### src/rtl/tiny_pll_pkg.sv
// Shared Tiny-PLL types and constants.
// Holds the divider FSM state type, MIN_DIV and the parameter-check function.
package tiny_pll_pkg;

  typedef enum logic [1:0] {
    ST_RUN    = 2'd0,
    ST_PEND   = 2'd1,
    ST_SETTLE = 2'd2
  } div_state_e;

  localparam int MIN_DIV = 2;

  // True when a divider configuration is usable: the default ratio fits
  // the counter and is at least MIN_DIV, and the settle window is non-empty.
  function automatic bit div_params_ok(
    input int     cnt_w,
    input longint def_div,
    input int     settle
  );
    longint max_div;
    if (cnt_w < 1 || cnt_w > 32) return 1'b0;
    max_div = (longint'(1) << cnt_w) - 1;
    return (def_div >= MIN_DIV) && (def_div <= max_div) && (settle >= 1);
  endfunction

endpackage

### src/rtl/div_ratio_ctrl_core.sv
// Divide counter plus registered divided clock.
// Ports: clk_in/rst, div_value (ratio N), load (force cnt to 0), wrap, clk_out.
module div_core #(
  parameter int CNT_W = 8
) (
  input  logic             clk_in,
  input  logic             rst,
  input  logic [CNT_W-1:0] div_value,
  input  logic             load,
  output logic             wrap,
  output logic             clk_out
);

  logic [CNT_W-1:0] cnt_q;
  logic [CNT_W-1:0] cnt_d;
  logic [CNT_W-1:0] half;
  logic             clk_q;

  // cnt never exceeds N-1, so the compare needs no overflow guard.
  assign wrap = (cnt_q == div_value - CNT_W'(1));
  assign half = div_value >> 1;

  always_comb begin
    cnt_d = cnt_q + CNT_W'(1);
    if (wrap || load) cnt_d = '0;
  end

  // clk_out follows the next count: low for H cycles, high for N-H.
  always_ff @(posedge clk_in or posedge rst) begin
    if (rst) begin
      cnt_q <= '0;
      clk_q <= 1'b0;
    end else begin
      cnt_q <= cnt_d;
      clk_q <= (cnt_d >= half);
    end
  end

  assign clk_out = clk_q;

endmodule

### src/rtl/div_ratio_ctrl.sv
// Runtime-reconfigurable clock-divider controller for the Tiny-PLL.
// Ports: cfg_valid/cfg_div/cfg_ready/cfg_err handshake, clk_out, locked, busy, active_div.
module div_ratio_ctrl
  import tiny_pll_pkg::*;
#(
  parameter int CNT_W         = 8,
  parameter int DEFAULT_DIV   = 4,
  parameter int SETTLE_CYCLES = 4
) (
  input  logic             clk_in,
  input  logic             rst,
  input  logic             cfg_valid,
  input  logic [CNT_W-1:0] cfg_div,
  output logic             cfg_ready,
  output logic             cfg_err,
  output logic             clk_out,
  output logic             locked,
  output logic             busy,
  output logic [CNT_W-1:0] active_div
);

  if (!div_params_ok(CNT_W, longint'(DEFAULT_DIV), SETTLE_CYCLES)) begin : g_bad_params
    $error("div_ratio_ctrl: illegal DEFAULT_DIV/SETTLE_CYCLES/CNT_W");
  end

  localparam int SW = (SETTLE_CYCLES > 1) ? $clog2(SETTLE_CYCLES) : 1;
  localparam logic [SW-1:0] SETTLE_LAST = SW'(SETTLE_CYCLES - 1);

  div_state_e       state_q, state_d;
  logic [SW-1:0]    settle_q, settle_d;
  logic [CNT_W-1:0] active_q, active_d;
  logic [CNT_W-1:0] pend_q, pend_d;
  logic             err_q, err_d;
  logic             load;
  logic             wrap;

  div_core #(
    .CNT_W(CNT_W)
  ) u_core (
    .clk_in   (clk_in),
    .rst      (rst),
    .div_value(active_q),
    .load     (load),
    .wrap     (wrap),
    .clk_out  (clk_out)
  );

  always_comb begin
    state_d  = state_q;
    settle_d = settle_q;
    active_d = active_q;
    pend_d   = pend_q;
    err_d    = 1'b0;
    load     = 1'b0;
    unique case (state_q)
      ST_RUN: begin
        if (cfg_valid && cfg_ready) begin
          if (cfg_div < CNT_W'(MIN_DIV)) begin
            err_d = 1'b1;
          end else if (cfg_div != active_q) begin
            pend_d  = cfg_div;
            state_d = ST_PEND;
          end
        end
      end
      // Swap only at a wrap so the old period finishes in full.
      ST_PEND: begin
        if (wrap) begin
          active_d = pend_q;
          load     = 1'b1;
          settle_d = '0;
          state_d  = ST_SETTLE;
        end
      end
      ST_SETTLE: begin
        if (wrap) begin
          if (settle_q == SETTLE_LAST) state_d = ST_RUN;
          else settle_d = settle_q + SW'(1);
        end
      end
      default: state_d = ST_SETTLE;
    endcase
  end

  always_ff @(posedge clk_in or posedge rst) begin
    if (rst) begin
      state_q  <= ST_SETTLE;
      settle_q <= '0;
      active_q <= CNT_W'(DEFAULT_DIV);
      pend_q   <= CNT_W'(DEFAULT_DIV);
      err_q    <= 1'b0;
    end else begin
      state_q  <= state_d;
      settle_q <= settle_d;
      active_q <= active_d;
      pend_q   <= pend_d;
      err_q    <= err_d;
    end
  end

  assign cfg_ready  = (state_q == ST_RUN);
  assign locked     = (state_q == ST_RUN);
  assign busy       = (state_q != ST_RUN);
  assign cfg_err    = err_q;
  assign active_div = active_q;

endmodule
### config.mk
export PLATFORM = sky130hd
export DESIGN_NAME = div_ratio_ctrl
export DESIGN_NICKNAME = d
export VERILOG_FILES = /design/src/rtl/tiny_pll_pkg.sv /design/src/rtl/div_ratio_ctrl_core.sv /design/src/rtl/div_ratio_ctrl.sv
export SDC_FILE = /design/constraint.sdc
export NUM_CORES = 1
export LEC_CHECK = 0
export CAP_MARGIN = 20
export CORE_ASPECT_RATIO = 0.9
export CORE_UTILIZATION = 55
export DETAILED_ROUTE_END_ITERATION = 8
export GPL_TIMING_DRIVEN = 0
export HOLD_SLACK_MARGIN = 0.15
export PLACE_DENSITY = 0.87
export SETUP_SLACK_MARGIN = 0.2
export SYNTH_ARGS = -nofsm -noshare
export SYNTH_HDL_FRONTEND = slang
export SYNTH_SLANG_ARGS = --single-unit
### constraint.sdc
create_clock -name clk_in -period 5.3 [get_ports clk_in]
set_clock_uncertainty 0.05 [all_clocks]
set_input_delay 0.53 -clock clk_in [delete_from_list [all_inputs] [get_ports clk_in]]
set_output_delay 0.53 -clock clk_in [all_outputs]
set_load 0.02 [all_outputs]
; ---- Word level (Yosys, flattened, before mapping)
; Cells that the tools add are included.
[word_totals]
register_bits = 30
word_cells = 51
[classes]
addsub = 3
order_cmp = 2
eq_ne = 12
n_mux = 17
bitwise_logic = 1
n_reduce_logical = 9
[ops]
columns = cell, count
row1 = 2-bit 2-to-1 mux, 9
row2 = "8-bit by 1-bit adder with 8-bit output, second input constant", 1
row3 = 8-bit == test, 1
row4 = 8-bit by 7-bit >= comparator with 1-bit output, 1
row5 = "8-bit by 2-bit less-than comparator with 1-bit output, second input constant", 1
row6 = 8-bit 2-to-1 mux, 1
row7 = "2-bit by 1-bit inequality test with 1-bit output, second input constant", 4
row8 = 8-bit inequality test, 1
row9 = 4-bit AND reduction, 2
row10 = "8-bit by 1-bit subtractor with 8-bit output, second input constant", 1
row11 = "2-bit inequality test, second input constant", 3
row12 = 2-bit case mux with 3 select lines, 1
row13 = 6-bit AND reduction, 1
row14 = 1-bit 2-to-1 mux, 5
row15 = "2-bit == test, second input constant", 2
row16 = 2-bit case mux with 2 select lines, 1
row17 = 2-bit nonzero test, 2
row18 = "2-bit by 1-bit adder with 2-bit output, second input constant", 1
row19 = "2-bit by 1-bit == test with 1-bit output, second input constant", 1
row20 = 2-bit zero test, 1
row21 = 2-bit AND reduction, 1
row22 = 1-bit logical AND, 1
row23 = 1-bit logical OR, 1
row24 = 1-bit inverter, 1

; ---- Depth between registers and ports, before layout
[logic_depth]
ltp_word = 7
ltp_mapped = 16
depth_no_buf = 14

; ---- Cells and area by module
; Synthesis repeated with hierarchy kept, for this count alone.
[unflattened]
cells_unflattened = 181
hier_area_um2 = 1794.2
[by_module_without_submodules]
columns = mod, instances, cells_each, area_each_um2
row1 = div_ratio_ctrl, 1, 90, 969.7
row2 = div_core, 1, 91, 824.5

; ---- Least setup slack after synthesis
; OpenSTA, ideal clock, no wires.
[synth_timing]
path_type = flip-flop to flip-flop
from = register active_q[0] (netlist: active_div[0])
to = register u_core.clk_q (netlist: u_core.clk_out)
t_arrival_ns = 3.156
setup_slack_ns = 1.970
stages_incl_launch_ff = 17
path_cell_list = dfrtp_1 clkbuf_1 inv_1 ha_1 clkbuf_1 o21ba_2 a221oi_1 a41oi_1 a211oi_4 buf_2 nor2_1 ha_1 a21oi_1 o21ai_0 nand3_1 nand2_1 a211o_1
[synth_via]
elab_chain_len = 7
[synth_lines]
columns = item, line
row1 = from (decl), div_ratio_ctrl.sv:31  ; logic [CNT_W-1:0] active_q, active_d;
row2 = from (signal assigned), div_ratio_ctrl.sv:89  ; active_q <= CNT_W'(DEFAULT_DIV);
row3 = from (signal assigned), div_ratio_ctrl.sv:95  ; active_q <= active_d;
row4 = 8-bit by 1-bit subtractor with 8-bit output *, div_ratio_ctrl_core.sv:20  ; assign wrap = (cnt_q == div_value - CNT_W'(1));
row5 = 8-bit == test *, div_ratio_ctrl_core.sv:20
row6 = 1-bit 2-to-1 mux, div_ratio_ctrl.sv:68  ; if (wrap) begin
row7 = 1-bit 2-to-1 mux, div_ratio_ctrl.sv:55  ; unique case (state_q)
row8 = 1-bit logical OR *, div_ratio_ctrl_core.sv:25  ; if (wrap || load) cnt_d = '0;
row9 = 8-bit 2-to-1 mux *, div_ratio_ctrl_core.sv:25
row10 = net u_core.cnt_d[3], div_ratio_ctrl_core.sv:15  ; logic [CNT_W-1:0] cnt_d;
row11 = 8-bit by 7-bit >= comparator with 1-bit output *, div_ratio_ctrl_core.sv:35  ; clk_q <= (cnt_d >= half);
row12 = to (signal assigned), div_ratio_ctrl_core.sv:35
row13 = to (decl), div_ratio_ctrl_core.sv:17  ; logic clk_q;
; Mark *: on every way through the listed nets, which the timed path passes. The rest lies on a longest branch.
; A chain may end at the register's enable or synchronous reset.

; ---- Final worst setup path
; Same ends and word-level chain as after synthesis.

==> run metrics <==
initial antenna violation count=0; die area=3561 um^2; final setup fails=0; HP Start=pend_q[5]; diode count=0; Leak=0.001016 uW; Final Hold Fails=0; FF+latch count, synth=30; Overall Global Routing Usage=0.2349; combinational share of power=0.045; share of cells above drive strength 1=0.1739; CP max FO=10; fmax=0.2601 GHz; Max Cap Violations=0; Placed Area=2112 um^2; Slew Viols, Final=0; Detailed Routing Iterations Pass 1=4; GRT Residual Overflow=0; part of the power in registers=0.523; clock slew at reported path FFs=0.06 ns; GPL Wtd Cong=0.8096; setup ws final=1.455 ns; Final Cell Area=2231 um^2; pre-CTS WS=1.565 ns; postcts setup bufs=0; share of total power in the clock network=0.432; sequential share of the synthesized area=0.4124; worst endpoint required time=5.42 ns; Syn Nets=196; Die Span Y=56.71 um; Core ar.=3114 um^2; Min Clock Period, post-route=3.845 ns; Synth Cell Area=1829 um^2; CTS Buf Count=5; Critical R2R Launch=active_div[0]; chip width=62.79 um; dpl hpwl=2749 um; clk root buf=clkbuf_8; Layout area overhead=21.96%; initial DRC count=85; Rel. slew slack=0.6693; cell area power density=196.5 nW/um^2; Bufs on Longest Clock Path=2; RSZ-0062 raised after global routing=no; Cells after Synth=175; Setup TNS Final=0 ns; CP Launch Type=register; CTS tree=done; WS Path Type=register to register; DRT antenna net count=0; pin count of the biggest net entering global routing=31; Synth Area per Inst=10.45 um^2; port bufs=23; first-pass GRT wire length=6216 um; switching power=94.56 uW; Initial Util=0.5874; average wire per standard cell=14.94 um; Routed WL=3720 um; Synth Warn #=0; status=complete, no violations; Num Clock Sinks=30; Post-CTS Resized=0; H-tree depth=2; drc violations=0; fin nets=227; Vias=1350; post-DR vias/cell=5.422; worst hold path class=register to register; Sw Ratio=0.2157; via count of the first global-routing pass=1389; Pint=343.8 uW; Least-Margin Pin Slew=0.4946 ns; Critical Path Sink Type=register; Hold-fix buffers, CTS=0; post-route clock period utilization=0.7255; Worst-Skew Late Latency=0.29 ns; Synth cell types=38; Critical Path AT=3.97 ns; Ports=24; Rows=19; peak supply drop=0.1802 mV; crit path from=active_div[0]
## final timing paths
| check | to | slack [ns] | depth (start not counted) |
|---|---|---|---|
| min in group asynchronous | active_div[5] | 0.47 | 2 |
| max reg2reg | u_core.clk_out | 1.45 | 16 |
| min | active_div[5] | 0.45 | 1 |
| max | u_core.clk_out | 1.45 | 16 |
| min reg2reg | active_div[5] | 0.45 | 1 |
| max in group asynchronous | state_q[1] | 4.22 | 3 |
## critical path, stage by stage (launching register included)
cell      delay (ns)
dfrtp_1         0.35
clkbuf_1        0.37
inv_1           0.09
ha_1            0.21
clkbuf_1        0.20
o21bai_1        0.21
a211oi_1        0.29
o21bai_1        0.16
a211oi_4        0.38
buf_2           0.30
nor2_1          0.10
ha_1            0.30
a21oi_1         0.14
o21ai_0         0.13
nand3_1         0.10
nand2_1         0.06
a211o_1         0.29
## cell families (layout without fill, tap and decap cells)
family	count (synthesis)	after routing	synth area share
AO/OA/AOI/OAI	23	23	0.09782
XOR/XNOR	23	23	0.1101
AND/OR/NAND/NOR	51	51	0.1395
buffers and inverters	22	54	0.05677
flip-flops	30	30	0.4125
adder cells (fa/ha/maj)	10	10	0.06840
multiplexers	16	16	0.1149
## layer usage
metal  up-vias  routed length, um  part of all wire  GRT usage
li1        660                  -                 -          -
met5         -                  0                 0          0
met1       666               1743              0.47     0.2852
met4         0                 41             0.011     0.1462
met2        20               1844              0.50     0.3820
met3         4                 91             0.024    0.04878
## flip-flops by register name, summed over array words and instances (netlist names)
name and flops:
active_div 8, cfg_err 1, pend_q 8, settle_q 2, state_q 2, u_core.clk_out 1, u_core.cnt_q 8
## area by class of cell
class | instances | area [um^2]
Multi-Input combinational cell | 123 | 970.9
Sequential cell | 30 | 754.5
Clock inverter | 1 | 5.005
Inverter | 11 | 41.29
Fill cell | 232 | 883.3
Tap cell | 42 | 52.55
Buffer | 11 | 62.56
Clock buffer | 7 | 86.33
Timing Repair Buffer | 24 | 257.7
## synthesized netlist by cell type, drive strengths merged
cell type | number | area share
dfrtp | 27 | 0.37
mux2 | 16 | 0.11
nor2 | 13 | 0.027
xor2 | 13 | 0.062
inv | 11 | 0.023
nand2 | 11 | 0.023
ha | 10 | 0.068
xnor2 | 10 | 0.048
clkbuf | 6 | 0.012
a21oi | 5 | 0.014
buf | 5 | 0.022
nand2b | 5 | 0.017
nand3 | 5 | 0.014
nor3 | 5 | 0.014
nor4 | 4 | 0.017
a22o | 3 | 0.014
dfstp | 3 | 0.043
o21ai | 3 | 0.0082
a211oi | 2 | 0.015
and3 | 2 | 0.0068
nand4 | 2 | 0.0068
nor2b | 2 | 0.0068
o21bai | 2 | 0.0082
a211o | 1 | 0.0048
a21boi | 1 | 0.0041
a221oi | 1 | 0.0048
a41o | 1 | 0.0055
a41oi | 1 | 0.0048
nand4b | 1 | 0.0048
o21a | 1 | 0.0041
o21ba | 1 | 0.0055
o31a | 1 | 0.0048
or2 | 1 | 0.0034
## layout by cell type (no fill, tap or decap), types with 2 or more instances in the layout
master / n
nor4_1: 3
ha_1: 10
xnor2_1: 10
clkbuf_8: 6
dfrtp_1: 27
a21oi_1: 5
xor2_1: 13
a22o_1: 3
nand4_1: 2
buf_6: 2
nand2b_1: 5
clkbuf_1: 7
nand2_1: 11
mux2_2: 8
dfstp_2: 3
o21bai_1: 2
and3_1: 2
nor3_1: 5
inv_1: 11
mux2_4: 8
nor2_1: 13
o21ai_0: 3
clkdlybuf4s50_1: 23
buf_2: 2
nor2b_1: 2
nand3_1: 5
## stage by stage
stage	total power, uW	instances	util	hold WS [ns]
final	438.4	249	0.7164	0.4524
after detailed placement	250.4	240	0.6782	0.4365
after global placement	249.9	240	0.6782	0.4322
after global routing	452.5	249	0.7164	0.4612
after floorplan	239.1	175	-	0.4262
after CTS	440.7	248	0.7075	0.4503
## power by group through the flow
stage	combinational (uW)	clock, uW	sequential [uW]
floorplan	5.85	0	233
global placement	16.7	0	233
detailed placement	17.1	0	233
CTS	17.2	194	229
global route	21.7	202	229
finish	19.7	190	229
No activity file was read; power rests on OpenSTA's default activity.
